--- src/rtl/mem_access_unit.sv ---
// mem_access_unit: load/store unit of the multi-cycle MIPS datapath.
// Forms ea = base + offset, drives a req/ack data-memory port for
// LB/LBU/LH/LHU/LW/SB/SH/SW and returns extended load data or an error.
// Optional build macro MAU_TIMEOUT_EN: adds an ACCESS-state watchdog that
// ends a stalled access after TIMEOUT_CYCLES with bus_err=1.
module mem_access_unit #(
  parameter int unsigned TIMEOUT_CYCLES = 255
) (
  input  logic        clk,
  input  logic        rst_n,
  input  logic        req_valid,
  output logic        req_ready,
  input  logic        is_store,
  input  logic [1:0]  size,
  input  logic        uns,
  input  logic [31:0] base,
  input  logic [31:0] offset,
  input  logic [31:0] wdata,
  output logic        resp_valid,
  output logic [31:0] rdata,
  output logic        addr_err,
  output logic        bus_err,
  output logic        dmem_req,
  output logic        dmem_we,
  output logic [3:0]  dmem_be,
  output logic [31:0] dmem_addr,
  output logic [31:0] dmem_wdata,
  input  logic        dmem_ack,
  input  logic [31:0] dmem_rdata
);

  typedef enum logic [1:0] {IDLE, ACCESS, RESP} state_e;

  state_e      state_q, state_d;
  logic        resp_valid_q, resp_valid_d;
  logic [31:0] rdata_q, rdata_d;
  logic        addr_err_q, addr_err_d;
  logic        bus_err_q, bus_err_d;
  logic        dmem_req_q, dmem_req_d;
  logic        dmem_we_q, dmem_we_d;
  logic [3:0]  dmem_be_q, dmem_be_d;
  logic [31:0] dmem_addr_q, dmem_addr_d;
  logic [31:0] dmem_wdata_q, dmem_wdata_d;
  logic [1:0]  lane_q, lane_d;
  logic [1:0]  size_q, size_d;
  logic        uns_q, uns_d;
  logic [31:0] ea;

`ifdef MAU_TIMEOUT_EN
  logic [31:0] cnt_q, cnt_d;
`else
  logic        unused_timeout_param;
  assign unused_timeout_param = ^TIMEOUT_CYCLES;
`endif

  // Half must be 2-byte aligned, word 4-byte aligned; size 11 is never legal.
  function automatic logic is_misaligned(input logic [1:0] sz, input logic [1:0] lo);
    case (sz)
      2'b00:   return 1'b0;
      2'b01:   return lo[0];
      2'b10:   return lo != 2'b00;
      default: return 1'b1;
    endcase
  endfunction

  function automatic logic [3:0] byte_enables(input logic [1:0] sz, input logic [1:0] lo);
    case (sz)
      2'b00:   return 4'b0001 << lo;
      2'b01:   return lo[1] ? 4'b1100 : 4'b0011;
      default: return 4'b1111;
    endcase
  endfunction

  // Replicate store data across lanes so the enabled lanes carry the right bytes.
  function automatic logic [31:0] lane_replicate(input logic [1:0] sz, input logic [31:0] d);
    case (sz)
      2'b00:   return {4{d[7:0]}};
      2'b01:   return {2{d[15:0]}};
      default: return d;
    endcase
  endfunction

  // Little-endian lane select followed by sign or zero extension.
  function automatic logic [31:0] load_extend(input logic [31:0] w, input logic [1:0] lo,
                                              input logic [1:0] sz, input logic u);
    logic [7:0]  b;
    logic [15:0] h;
    b = w[{lo, 3'b000} +: 8];
    h = lo[1] ? w[31:16] : w[15:0];
    case (sz)
      2'b00:   return u ? {24'b0, b} : {{24{b[7]}}, b};
      2'b01:   return u ? {16'b0, h} : {{16{h[15]}}, h};
      default: return w;
    endcase
  endfunction

  assign ea = base + offset;

  // Next-state and next-output logic for the IDLE/ACCESS/RESP controller.
  always_comb begin
    state_d      = state_q;
    resp_valid_d = 1'b0;
    addr_err_d   = 1'b0;
    bus_err_d    = 1'b0;
    rdata_d      = rdata_q;
    dmem_req_d   = dmem_req_q;
    dmem_we_d    = dmem_we_q;
    dmem_be_d    = dmem_be_q;
    dmem_addr_d  = dmem_addr_q;
    dmem_wdata_d = dmem_wdata_q;
    lane_d       = lane_q;
    size_d       = size_q;
    uns_d        = uns_q;
`ifdef MAU_TIMEOUT_EN
    cnt_d        = cnt_q;
`endif
    case (state_q)
      IDLE: begin
        if (req_valid) begin
          lane_d = ea[1:0];
          size_d = size;
          uns_d  = uns;
          if (is_misaligned(size, ea[1:0])) begin
            state_d      = RESP;
            resp_valid_d = 1'b1;
            addr_err_d   = 1'b1;
            rdata_d      = 32'h0;
          end else begin
            state_d      = ACCESS;
            dmem_req_d   = 1'b1;
            dmem_we_d    = is_store;
            dmem_be_d    = byte_enables(size, ea[1:0]);
            dmem_addr_d  = {ea[31:2], 2'b00};
            dmem_wdata_d = lane_replicate(size, wdata);
`ifdef MAU_TIMEOUT_EN
            cnt_d        = 32'h0;
`endif
          end
        end
      end
      ACCESS: begin
        if (dmem_ack) begin
          state_d      = RESP;
          resp_valid_d = 1'b1;
          dmem_req_d   = 1'b0;
          dmem_we_d    = 1'b0;
          dmem_be_d    = 4'b0000;
          rdata_d      = dmem_we_q ? 32'h0 : load_extend(dmem_rdata, lane_q, size_q, uns_q);
        end
`ifdef MAU_TIMEOUT_EN
        else if (cnt_q == TIMEOUT_CYCLES - 1) begin
          state_d      = RESP;
          resp_valid_d = 1'b1;
          bus_err_d    = 1'b1;
          rdata_d      = 32'h0;
          dmem_req_d   = 1'b0;
          dmem_we_d    = 1'b0;
          dmem_be_d    = 4'b0000;
        end else begin
          cnt_d = cnt_q + 32'd1;
        end
`endif
      end
      RESP:    state_d = IDLE;
      default: state_d = IDLE;
    endcase
  end

  // State and registered outputs; async reset clears everything.
  always_ff @(posedge clk or negedge rst_n) begin
    if (!rst_n) begin
      state_q      <= IDLE;
      resp_valid_q <= 1'b0;
      rdata_q      <= 32'h0;
      addr_err_q   <= 1'b0;
      bus_err_q    <= 1'b0;
      dmem_req_q   <= 1'b0;
      dmem_we_q    <= 1'b0;
      dmem_be_q    <= 4'b0000;
      dmem_addr_q  <= 32'h0;
      dmem_wdata_q <= 32'h0;
      lane_q       <= 2'b00;
      size_q       <= 2'b00;
      uns_q        <= 1'b0;
`ifdef MAU_TIMEOUT_EN
      cnt_q        <= 32'h0;
`endif
    end else begin
      state_q      <= state_d;
      resp_valid_q <= resp_valid_d;
      rdata_q      <= rdata_d;
      addr_err_q   <= addr_err_d;
      bus_err_q    <= bus_err_d;
      dmem_req_q   <= dmem_req_d;
      dmem_we_q    <= dmem_we_d;
      dmem_be_q    <= dmem_be_d;
      dmem_addr_q  <= dmem_addr_d;
      dmem_wdata_q <= dmem_wdata_d;
      lane_q       <= lane_d;
      size_q       <= size_d;
      uns_q        <= uns_d;
`ifdef MAU_TIMEOUT_EN
      cnt_q        <= cnt_d;
`endif
    end
  end

  // Ready gated by rst_n so nothing is taken while reset is held.
  assign req_ready  = (state_q == IDLE) && rst_n;
  assign resp_valid = resp_valid_q;
  assign rdata      = rdata_q;
  assign addr_err   = addr_err_q;
  assign bus_err    = bus_err_q;
  assign dmem_req   = dmem_req_q;
  assign dmem_we    = dmem_we_q;
  assign dmem_be    = dmem_be_q;
  assign dmem_addr  = dmem_addr_q;
  assign dmem_wdata = dmem_wdata_q;

endmodule

--- config.mk ---
export PLATFORM = sky130hd
export DESIGN_NAME = mem_access_unit
export DESIGN_NICKNAME = d
export VERILOG_FILES = /design/src/rtl/mem_access_unit.sv
export SDC_FILE = /design/constraint.sdc
export NUM_CORES = 1
export LEC_CHECK = 0
export ABC_AREA = 1
export BUFFER_PORTS_ARGS = -buffer_cell sky130_fd_sc_hd__buf_2
export CORE_UTILIZATION = 45
export CTS_CLUSTER_SIZE = 16
export DETAILED_ROUTE_END_ITERATION = 8
export PLACE_DENSITY_LB_ADDON = 0.25
export SLEW_MARGIN = 20
export SYNTH_ARGS = -nofsm -noshare
export SYNTH_HDL_FRONTEND = slang
export SYNTH_SLANG_ARGS = --single-unit
--- constraint.sdc ---
create_clock -name clk -period 1.7 [get_ports clk]
set_input_delay 0.17 -clock clk [delete_from_list [all_inputs] [get_ports clk]]
set_output_delay 0.17 -clock clk [all_outputs]
set_load 0.005 [all_outputs]
## After elaboration in Yosys (flattened, before gate mapping)

Index checks and enable logic that the tools add are counted.

| storage, ports and cells | value |
|---|---|
| register bits after elaboration | 109 |
| bits of input ports | 136 |
| output and inout port bits | 106 |
| word-level logic and storage cells | 70 |

| operators by class | value |
|---|---|
| $add $sub $neg | 1 |
| equal/unequal tests | 8 |
| shifts and indexed selects | 2 |
| muxes and demuxes | 35 |
| bitwise logic cells | 1 |
| reduce and logical (&&, ||, !) cells | 11 |

Operator list:

| cell | number |
|---|---|
| $mux 32 | 6 |
| $pmux 32 s2 | 3 |
| $add 32x32->32 | 1 |
| $shiftx 32x6->8 | 1 |
| $mux 16 | 1 |
| $mux 4 | 4 |
| $pmux 4 s2 | 2 |
| $mux 1 | 11 |
| $ne 2x2->1 const B | 4 |
| $reduce_and 4->1 | 2 |
| $eq 2x1->1 const B | 3 |
| $logic_not 2->1 | 3 |
| $mux 2 | 3 |
| $pmux 1 s2 | 3 |
| $pmux 2 s2 | 1 |
| $reduce_and 2->1 | 2 |
| $reduce_bool 2->1 | 2 |
| $shl 1x2->4 const A | 1 |
| $pmux 1 s3 | 1 |
| $reduce_and 3->1 | 1 |
| $eq 2x2->1 const B | 1 |
| $logic_and 1x1->1 | 1 |
| $not 1->1 | 1 |

## Depth between registers and ports, before layout

Gate-level depths: netlist of run 1.

| logic depth | value |
|---|---|
| depth after elaboration | 8 |
| depth in mapped cells | 12 |
| mapped depth without buffers | 12 |

## Least setup slack after synthesis of run 1

No wires, ideal clock.

| path | value |
|---|---|
| path type | input to register |
| start point | in offset[0] |
| end point | reg dmem_addr_q[19] (netlist: dmem_addr[19]) |
| library setup time | 0.118 ns |
| data arrival time | 1.788 ns |
| slack | -0.206 ns |
| stages | 10 |
| path buffers | 2 |
| cell sequence | ha_1 -> fa_1 -> o21ai_1 -> o21ai_2 -> nor2_4 -> inv_2 -> buf_6 -> buf_2 -> nand2_1 -> nand2_1 |

| between the ends | value |
|---|---|
| cells in the longest elaborated chain, start to end | 7 |

Ends and longest elaborated chain:

| item | RTL line | source |
|---|---|---|
| start: declaration | 17 | `input logic [31:0] offset,` |
| $add 32x32->32 | 97 | `assign ea = base + offset;` |
| via ea[1] | 47 | `logic [31:0] ea;` |
| $reduce_bool 2->1 | 61 | `2'b10: return lo != 2'b00;` |
| $pmux 1 s3 | 58 | `case (sz)` |
| $mux 1 | 119 | `if (req_valid) begin` |
| $mux 1 | 117 | `case (state_q)` |
| $not 1->1 (no line) | n/a |  |
| $reduce_and 3->1 (no line) | n/a |  |
| end signal: assignment | 197 | `dmem_addr_q <= dmem_addr_d;` |
| end: declaration | 42 | `logic [31:0] dmem_addr_q, dmem_addr_d;` |

The timed path passes the listed nets, and every way through them passes these cells. The select of a mux whose other input is x is not followed.
A chain may end at the register's enable or synchronous reset.

## Worst setup path in the final report of run 1

| path | value |
|---|---|
| start point | reg state_q[0] |
| end point | reg rdata_q[28] (netlist: rdata[28]) |

| between the ends | value |
|---|---|
| cells in the longest elaborated chain, start to end | 3 |

Ends and longest elaborated chain:

| item | RTL line | source |
|---|---|---|
| start: declaration | 34 | `state_e state_q, state_d;` |
| start signal: assignment | 189 | `state_q <= state_d;` |
| $eq 2x1->1 / $logic_not 2->1 (equally long branches) | 117 |  |
| $ne 2x2->1 (no line) / $reduce_bool 2->1 (equally long branches) | n/a |  |
| $reduce_and 4->1 (no line) | n/a |  |
| end signal: assignment | 191 | `rdata_q <= rdata_d;` |
| end: declaration | 36 | `logic [31:0] rdata_q, rdata_d;` |

Several ways; a longest one is shown, not always the timed one.

==> out/results.txt, run 1 <==
Status -> finished, final reports clean
Post-Layout Cell Count -> 1,580
CP arrival -> 1970 ps
Gp weighted congestion -> 0.937
Largest net degree at the start of global routing -> 48
Unrepaired setup endpoints after global routing -> true
Max layer used -> met4
Sequential cell area -> 0.00273 mm^2
Clock Path Buffers -> 2
Ys flop type -> dfrtp_1
Starting density of the core -> 46.8%
Core area -> 0.0154 mm^2
Part of the cycle the worst path needs -> 99.0%
Slew margin rel. -> 52.3%
Initial antenna violation count -> 1
Yosys top cell area share -> 37.8%
Synth Instances -> 1,069
I/O pin count -> 242
Cell with the most instances after synthesis -> nand2_1
Post-DP HPWL -> 17,000 um
Hold Fails Final Rpt -> 0
Site Rows -> 45
Antenna viol nets, final -> 0
DR iter-0 viols -> 522
Max Clock Skew -> 8.25 ps
Filler instances -> 1,498
Inserted Clock Buffers -> 9
Worst Tran Pin Value -> 713 ps
Reg2reg end -> rdata[28]
Chip height -> 129 um
Critical path endpoint -> rdata[28]
CP Launch Type -> flip-flop
Clock Sinks -> 109
Critical R2R Launch -> state_q[0]
Post-synth EDFFs -> 0
CTS root buf -> clkbuf_16
Final min period -> 1680 ps
TritonRoute pass-1 iters -> 5
Switching pwr -> 4.16 mW
Crit path required time -> 1990 ps
Max-Cap Viols -> 0
Ys Warns -> 0
Total power -> 10.9 mW
Crit path kind -> flip-flop to flip-flop
Hold Path Class -> input port to flip-flop
Global-route wire length before repair -> 34,000 um
Met3 Wirelength -> 1110 um
Share of layout cells above drive strength 1 -> 25.7%
Net Sw Frac -> 38.3%
DIE AREA -> 0.0166 mm^2
Ys async rst share -> 100%
Met1 WL -> 9710 um
Placed Cells -> 1,553
Final setup violation count -> 0
Crit path max fanout -> 8
FF+latch count, synth -> 109
Largest cells by area after synthesis -> dfrtp_1 (38%), nand2_1 (23%), inv_1 (7.4%)
WHS -> 60.1 ps
Chip Width -> 129 um
Final instance area -> 0.00959 mm^2
CP Capture Type -> flip-flop
Synth unique cells -> 35
Reg2reg path depth -> 9
Nets -> 1,532
Cell Pwr Density -> 1130 mW/mm^2
Seq pwr share -> 37.5%
Post-Syn Area -> 0.00722 mm^2
Int Power -> 6.70 mW
Number of port buffers -> 238
Vias -> 7,719
Clk pin slew, worst setup/hold paths -> 80 ps
Leakage Power -> 5.61 nW
WL/cell -> 13.7 um
Area of the multi-input gates -> 0.00383 mm^2
Total global-route track usage -> 26.2%
Vias in the first global route -> 6,967
Critical Path Start -> state_q[0]
Post-Route WL -> 21,600 um
H-tree levels -> 3
WL met2 -> 10,300 um
Worst-Skew Late Latency -> 360 ps
Avg Cell Area, Syn -> 6.76 um^2
Commonest cells in the netlist -> nand2_1 (435), inv_1 (142), dfrtp_1 (109)
Area grow syn2layout -> 32.8%
Logic pwr share -> 43.8%
R2R Setup Slk -> 20 ps
Placed instance area -> 0.00913 mm^2
Remaining Overflow, GRT -> 0
Max Fclk -> 0.594 GHz
CTS tree -> done
Via density -> 4.89
Sequential element share of the synthesized area -> 37.8%
DRC errors left -> 0
Peak VDD IR -> 0.482 mV
Yosys top cell by area -> dfrtp_1
Clock power frac -> 18.7%
Fin. max-slew vios -> 0
## routing by layer
metal  track usage [%]  up-vias
met2              44.5      253
met5                 0        -
li1                  -     3962
met4              9.69        0
met3              2.62       32
met1              34.8     3472
## timing repair
item,4_1_cts,5_1_grt
endpoints found under the hold margin,18,0
setup buffers,0,4
hold buffers,2,0
resized for setup,0,13
endpoints found under the setup margin,3,38
pin swaps,2,8
cloned,0,5
## how the worst min path moves through the flow
stage	startpoint	end	slack, ps	cells after the start
global route	uns	uns_q	60	3
detailed placement	rst_n	rdata[10]	70	1
CTS	wdata[2]	dmem_wdata[2]	40	3
global placement	rst_n	rdata[10]	70	1
floorplan	rst_n	addr_err	-130	0
finish	wdata[2]	dmem_wdata[2]	60	3
## worst max-delay path, stage by stage, from the launching register on
cell,delay (ps)
dfrtp_1,390
or2_4,270
nor2_4,130
buf_4,140
nand2_4,50
nand2_4,80
nand3_4,180
inv_4,150
o21ai_1,80
o21ai_1,130
## through the flow
| step | setup slack (ps) | setup TNS, ps | utilization, % |
|---|---|---|---|
| detailed placement | -398 | -28480 | 59.2 |
| global placement | -329 | -25060 | 59.2 |
| finish | 16.7 | 0 | 62.2 |
| CTS | 5.41 | 0 | 61.1 |
| floorplan | -169 | -9750 | - |
| global route | -39.3 | -307 | 62.2 |
## cell type report
cell class / count / area share [%]
antenna: 1 / 0.0261
clock buffer: 9 / 2.35
clock inverter: 6 / 0.561
inverter: 146 / 5.90
multi-input combinational: 785 / 40.0
sequential: 109 / 28.4
tap: 211 / 2.75
timing repair buffer: 312 / 20.0
timing repair inverter: 1 / 0.0652
## power by group through the flow
stage | Clock, mW | Sequential, mW | Combinational, mW
after floorplan | 0 | 4.17 | 2.34
after global routing | 2.17 | 4.19 | 5.33
final | 2.03 | 4.07 | 4.76
after detailed placement | 0 | 4.12 | 4.60
after global placement | 0 | 4.11 | 4.53
after CTS | 2.08 | 4.08 | 4.62
## kinds of logic (layout without fill, tap and decap cells)
kind of cell	after synthesis	count (layout)	share of synthesized area [%]
other	1	4	0.0519
AO/OA/AOI/OAI	181	181	13.8
XOR/XNOR	15	15	1.82
buffers and inverters	178	474	10.1
AND/OR/NAND/NOR	553	554	30.9
adder cells (fa/ha/maj)	32	32	5.65
flip-flops	109	109	37.8
## placed cells by master, fill, tap and decap left out, types with 3 or more instances in the layout
cell type,synthesis,routed
inv_2,3,3
o21a_1,5,5
o21ai_0,72,43
o22ai_1,4,4
nor2_1,45,45
ha_1,31,30
a21oi_2,0,3
conb_1,1,3
o21bai_1,3,3
xnor2_1,15,15
buf_4,4,60
a21oi_1,57,54
nand4_1,4,4
inv_1,142,140
o21ai_1,22,49
buf_2,10,237
nand3_1,50,50
nor2_2,4,3
a22o_1,14,14
nand2_1,435,435
dfrtp_1,109,109
buf_12,0,8
nand3b_1,5,5
clkbuf_16,0,12
nor3_1,3,3
inv_8,0,3
inv_6,0,3
nor2_4,2,3
## registers in the layout (all words and copies together) (netlist names)
| name | count |
|---|---|
| addr_err | 1 |
| dmem_addr | 30 |
| dmem_be | 4 |
| dmem_req | 1 |
| dmem_wdata | 32 |
| dmem_we | 1 |
| lane_q | 2 |
| rdata | 32 |
| resp_valid | 1 |
| size_q | 2 |
| state_q | 2 |
| uns_q | 1 |
Power figures use the tool's default switching activity.
==> run 2, diff against run 1 <==
BUFFER_PORTS_ARGS = unset   (was -buffer_cell sky130_fd_sc_hd__buf_2)
DONT_BUFFER_PORTS = 1   (was unset)
PLACE_DENSITY_LB_ADDON = unset   (was 0.25)
RECOVER_POWER = 50   (was unset)
==> out/results.txt, run 2 (same netlist as run 1, synthesis figures left out) <==
Status -> finished with violations
Failing checks -> negative hold slack
Final WS setup -> 57.4 ps (+40.7 ps)
Number of port buffers -> 0 (-100%)
Leakage Power -> 4.52 nW (-19%)
Net Sw Frac -> 38.1% (-0.19 points)
H-tree levels -> 3 (unchanged)
Crit path required time -> 1970 ps (-20 ps)
CP most frequent cell -> nor2_4
Unrepaired setup endpoints after global routing -> true
Vias in the first global route -> 6,229 (-11%)
Antenna viol nets, final -> 0 (unchanged)
Clock Path Buffers -> 2 (unchanged)
Cell Pwr Density -> 1200 mW/mm^2 (+6.3%)
# diodes -> 0 (-1)
WHS -> -497 ps (-557 ps)
Max Clock Skew -> 7.19 ps (-1.06 ps)
Worst Tran Pin Value -> 718 ps (+4.45 ps)
Max-Cap Viols -> 0 (unchanged)
Part of the cycle the worst path needs -> 96.6% (-2.4 points)
CTS root buf -> clkbuf_16
Clock power frac -> 23.4% (+4.7 points)
CTS tree -> done
Filler instances -> 1,567 (+4.6%)
CP Launch Type -> flip-flop
DIE AREA -> 0.0166 mm^2 (unchanged)
Fin. max-slew vios -> 0 (unchanged)
Met1 WL -> 8820 um (-9.1%)
Clk pin slew, worst setup/hold paths -> 80 ps (about the same)
Worst-Skew Late Latency -> 360 ps (about the same)
Share of layout cells above drive strength 1 -> 7.88% (-18 points)
Core area -> 0.0154 mm^2 (unchanged)
Max layer used -> met4
Crit path max fanout -> 33 (+25)
Int Power -> 6.23 mW (-7.0%)
Setup WS pre-CTS -> -242 ps (+156 ps)
Chip Width -> 129 um (unchanged)
Site Rows -> 45 (unchanged)
WL met2 -> 9890 um (-4.3%)
Starting density of the core -> 46.8% (unchanged)
Vias -> 6,685 (-13%)
Most common library cell in the layout ignoring fill and taps -> nand2_1
Met3 Wirelength -> 1150 um (+3.9%)
Slowest stage cell, crit path -> dfrtp_1
DRC errors left -> 0 (unchanged)
Global-route wire length before repair -> 31,000 um (-8.9%)
CP Capture Type -> flip-flop
Area of the multi-input gates -> 0.00385 mm^2 (+0.33%)
Total global-route track usage -> 23.9% (-2.3 points)
Area grow syn2layout -> 15.9%
DR iter-0 viols -> 418 (-20%)
Crit path kind -> flip-flop to flip-flop
Via density -> 5.03 (+3.0%)
Max Fclk -> 0.609 GHz (+2.5%)
Total power -> 10.1 mW (-7.3%)
Remaining Overflow, GRT -> 0 (unchanged)
Chip height -> 129 um (unchanged)
Sequential cell area -> 0.00273 mm^2 (unchanged)
Final setup violation count -> 0 (unchanged)
Logic pwr share -> 32.5% (-11 points)
Peak VDD IR -> 0.600 mV (+25%)
Inserted Clock Buffers -> 9 (unchanged)
WL/cell -> 15.3 um (+12%)
Post-Route WL -> 20,300 um (-6.3%)
Hold Path Class -> input port to async pin
Nets -> 1,280 (-16%)
Placed instance area -> 0.00771 mm^2 (-16%)
Post-DP HPWL -> 15,300 um (-10%)
Seq pwr share -> 44.0% (+6.5 points)
Worst-path cell chain -> or2_4 -> nor2_4 -> inv_2 -> nor2_4 -> inv_6 -> buf_12 -> o21ai_0
Commonest cells after routing, fill and taps aside -> nand2_1 (435), inv_1 (140), dfrtp_1 (109)
Switching pwr -> 3.84 mW (-7.7%)
Initial antenna violation count -> 0 (-1)
Hold Buf Count CTS -> 18 (+16)
Clock Sinks -> 109 (unchanged)
Slew margin rel. -> 52.0% (-0.30 points)
CP arrival -> 1920 ps (-50 ps)
Final min period -> 1640 ps (-40.7 ps)
TritonRoute pass-1 iters -> 5 (unchanged)
I/O pin count -> 242 (unchanged)
Critical Path Max Stage Delay -> 390 ps (about the same)
Largest net degree at the start of global routing -> 111 (+130%)
Hold Fails Final Rpt -> 109 (+109)
Final instance area -> 0.00837 mm^2 (-13%)
Gp weighted congestion -> 0.896 (-4.4%)
run 2: cell types whose count changed in the layout (fill, tap and decap cells not counted), sizes merged:
cell         before  now
buf             307   42
clkbuf           12   11
nand3            52   51
dlygate4sd3       2   18
inv             151  148
clkinv            1    2
bufinv            0    2
diode             1    0
run 2: area by class of cell:
type	instances	share of cell area, %
clock buffers	9	2.69
clock inverters	7	1.26
inverters	146	6.67
multi-input cells	784	45.9
flip-flops and latches	109	32.6
well taps	211	3.15
repair buffers	62	7.70
run 2: final timing paths:
path	end	depth (start not counted)	slack [ps]	start
hold / removal	rdata[13]	0	-500	rst_n
min in group clk	rdata[28]	2	0	dmem_rdata[28]
hold reg to reg	state_q[0]	1	480	state_q[1]
setup reg to reg	dmem_wdata[11]	7	60	state_q[0]
max in group asynchronous	rdata[11]	0	2010	rst_n
setup / recovery	dmem_wdata[11]	7	60	state_q[0]
run 2: worst max-delay path, delay by kind of cell, from the launching register on:
| kind | cells | cell delay [ps] |
|---|---|---|
| compound gates | 1 | 190 |
| flops | 1 | 390 |
| buf+inv | 3 | 350 |
| simple gates | 3 | 620 |
run 2: stage by stage:
stage                     setup TNS, ps  std cells  hold WS (ps)  utilization, %
after floorplan                   -9750       1071          -126               -
after global placement           -14650       1287          -123            50.0
after detailed placement         -17090       1287          -123            50.0
after CTS                             0       1321          -507            53.3
after global routing               -336       1328          -510            54.3
final                                 0       1328          -497            54.3
run 2: repair_timing:
action	4_1_cts	5_1_grt
endpoints found under the setup margin	0	80
buffers inserted	0	4
resized for setup	0	23
hold endpoints to repair	127	109
run 2: power by group through the flow:
stage | Clock (mW) | Combinational, mW | Sequential (mW)
after floorplan | 0 | 2.34 | 4.17
after CTS | 2.41 | 3.14 | 4.46
after global routing | 2.51 | 3.75 | 4.54
after global placement | 0 | 3.03 | 4.51
final | 2.36 | 3.28 | 4.43
after detailed placement | 0 | 3.09 | 4.51
run 2: per-layer routing:
layer / GRT usage (%) / vias to the layer above
met5: 0 / -
met4: 8.93 / 0
met3: 4.20 / 20
met2: 40.9 / 211
met1: 30.2 / 3014
li1: - / 3440
==> run 3, diff against run 2 <==
ABC_AREA = unset   (was 1)
CORE_UTILIZATION = 40   (was 45)
GPL_ROUTABILITY_DRIVEN = 1   (was unset)
==> out/results.txt, run 3 <==
Area grow syn2layout -> 28.6%
Final min period -> 1780 ps (+141 ps)
Cell Pwr Density -> 1220 mW/mm^2 (+1.6%)
Yosys top cell area share -> 41.8% (+4.1 points)
Synth unique cells -> 62 (+77%)
Core Util, Final -> 52.8% (-1.5 points)
Area of the multi-input gates -> 0.00379 mm^2 (-1.4%)
Reg2reg path depth -> 6 (-1)
Final WS setup -> -83.3 ps (-141 ps)
Unrepaired setup endpoints after global routing -> true
Sequential element share of the synthesized area -> 41.8% (+4.1 points)
CTS tree -> done
Part of the cycle the worst path needs -> 105% (+8.3 points)
Number of port buffers -> 0 (unchanged)
Post-Syn Area -> 0.00652 mm^2 (-9.8%)
Core area -> 0.0159 mm^2 (+3.0%)
CP Launch Type -> input port
CP arrival -> 2020 ps (+100 ps)
Largest cells by area after synthesis -> dfrtp_1 (42%), nand2_1 (8.2%), o21ai_0 (6.1%)
Gp weighted congestion -> 0.814 (-9.2%)
Post-synth EDFFs -> 0 (unchanged)
Max-Cap Viols -> 0 (unchanged)
Net Sw Frac -> 37.0% (-1.2 points)
Chip height -> 130 um (+0.75%)
Clock power frac -> 19.8% (-3.6 points)
DRC errors left -> 0 (unchanged)
Worst-Skew Late Latency -> 350 ps (about the same)
TritonRoute pass-1 iters -> 5 (unchanged)
Peak VDD IR -> 0.713 mV (+19%)
DIE AREA -> 0.0168 mm^2 (+1.5%)
Antenna viol nets, final -> 0 (unchanged)
Clock Path Buffers -> 2 (unchanged)
Switching pwr -> 3.79 mW (-1.3%)
Crit path required time -> 1930 ps (-40 ps)
Vias in the first global route -> 5,762 (-7.5%)
Leakage Power -> 3.89 nW (-14%)
Crit path max fanout -> 3 (-91%)
Avg Cell Area, Syn -> 8.83 um^2 (+31%)
Post-Layout Cell Count -> 1,073 (-19%)
Cell with the most instances after synthesis -> nand2_1
CTS root buf -> clkbuf_16
Worst Tran Pin Value -> 519 ps (-199 ps)
Simple-gate share of the synthesized area -> 16.6% (-14 points)
Max Clock Skew -> 8.36 ps (+1.17 ps)
Mux cell area share after synthesis -> 5.05% (+5.0 points)
Placed Cells -> 1,018 (-21%)
Max Fclk -> 0.561 GHz (-7.9%)
R2R Setup Slk -> 50 ps (about the same)
Final setup violation count -> 4 (+4)
Reg2reg end -> rdata[29]
Fin. max-slew vios -> 0 (unchanged)
WHS -> -490 ps (+7.27 ps)
Ys flop type -> dfrtp_1
Most common library cell in the layout ignoring fill and taps -> nand2_1
Status -> finished with violations
Vias -> 5,892 (-12%)
WL/cell -> 17.7 um (+16%)
Post-Synth XOR/XNOR Area -> 3.90% (+2.1 points)
Ys async rst share -> 100% (unchanged)
Nets -> 1,020 (-20%)
Crit path kind -> input port to flip-flop
Site Rows -> 46 (+2.2%)
Total global-route track usage -> 22.0% (-1.9 points)
H-tree levels -> 3 (unchanged)
Chip Width -> 130 um (+0.75%)
Inserted Clock Buffers -> 9 (unchanged)
Post-Route WL -> 19,000 um (-6.1%)
Commonest cells in the netlist -> nand2_1 (143), dfrtp_1 (109), o21ai_0 (79)
Global-route wire length before repair -> 28,900 um (-6.7%)
Initial antenna violation count -> 0 (unchanged)
Synthesized-area fraction occupied by adder cells -> 6.26% (+0.61 points)
Slew margin rel. -> 65.3% (+13 points)
Largest net degree at the start of global routing -> 111 (unchanged)
CP Capture Type -> flip-flop
Setup WS pre-CTS -> -608 ps (-365 ps)
Int Power -> 6.46 mW (+3.7%)
Synth Instances -> 738 (-31%)
Sequential cell area -> 0.00273 mm^2 (unchanged)
DR iter-0 viols -> 376 (-10%)
Remaining Overflow, GRT -> 0 (unchanged)
Share of layout cells above drive strength 1 -> 21.9% (+14 points)
Compound-cell area share of the yosys netlist -> 22.3% (+8.5 points)
Hold Path Class -> input port to async pin
Commonest cells after routing, fill and taps aside -> nand2_1 (143), dfrtp_1 (109), buf_4 (109)
Logic pwr share -> 33.8% (+1.3 points)
Starting density of the core -> 41.0% (-5.8 points)
I/O pin count -> 242 (unchanged)
Via density -> 5.49 (+9.1%)
# diodes -> 0 (unchanged)
Failing checks -> negative hold slack, negative setup slack
Filler instances -> 1,521 (-2.9%)
Critical R2R Launch -> lane_q[1]
Main combinational cell family by area after synthesis -> compound AO/OA/AOI/OAI gates
Seq pwr share -> 46.5% (+2.5 points)
Clk pin slew, worst setup/hold paths -> 80 ps (about the same)
Post-DP HPWL -> 14,300 um (-6.2%)
Yosys top cell by area -> dfrtp_1
Hold Fails Final Rpt -> 109 (unchanged)
Clock Sinks -> 109 (unchanged)
Ys Warns -> 0 (unchanged)
Setup TNS -> -212 ps (-212 ps)
FF+latch count, synth -> 109 (unchanged)
[run 3: per-stage QoR]
step | power [mW] | instance area (um^2)
after detailed placement | 8.07 | 7570
after global placement | 7.92 | 7570
after floorplan | 6.89 | 6740
after global routing | 11.0 | 8390
final | 10.3 | 8390
after CTS | 10.2 | 8210
[run 3: timing repair]
action / in CTS / in global routing
hold buffers: 29 / 1
hold endpoints to repair: 138 / 110
gates resized for setup: 10 / 25
gates cloned: 0 / 0
pin swaps: 14 / 24
setup endpoints to repair: 7 / 32
buffers inserted: 4 / 5
[run 3: logic make-up (layout without fill, tap and decap cells)]
group | Yosys count | in the layout
adders and majority gates | 32 | 32
other | 1 | 3
muxes | 31 | 31
AOI/OAI and AO/OA | 232 | 232
xor gates and xnor gates | 29 | 29
and+or+nand+nor | 242 | 242
DFF | 109 | 109
buffers and inverters | 62 | 179
[run 3: critical path, cell delays in order]
cell and delay (ps):
ha_4 140, fa_2 350, a211oi_2 250, o211ai_2 130, buf_4 160, a31o_4 250, a21oi_4 230, a31oi_2 130
xnor2_1 150, o21ai_1 70
[run 3: worst max-delay path by stage]
stage / start / endpoint / cells after the start
floorplan: offset[0] / dmem_addr[28] / 9
detailed placement: offset[0] / dmem_addr[28] / 9
finish: offset[0] / dmem_addr[30] / 10
global placement: offset[0] / dmem_addr[28] / 9
CTS: offset[0] / dmem_addr[28] / 9
global route: offset[0] / dmem_addr[30] / 10
[run 3: final cells by class]
cell class,instances,area share [%]
tap,216,3.22
sequential,109,32.5
timing repair buffer,147,14.9
inverter,16,0.716
clock inverter,6,0.522
multi-input combinational,569,45.2
clock buffer,10,2.85
[run 3: metal layers]
metal	vias to the layer above	wire [um]	GRT usage (%)
li1	2852	-	-
met1	2812	8250	28.3
met2	202	9130	36.3
met3	26	1280	5.49
met4	0	369	6.98
met5	-	0	0
[run 3: power groups by stage]
| stage | Sequential, mW | Clock, mW | Combinational [mW] |
|---|---|---|---|
| final | 4.76 | 2.03 | 3.46 |
| after global routing | 4.89 | 2.20 | 3.89 |
| after CTS | 4.77 | 2.09 | 3.37 |
| after detailed placement | 4.82 | 0 | 3.25 |
| after global placement | 4.78 | 0 | 3.14 |
| after floorplan | 4.45 | 0 | 2.44 |
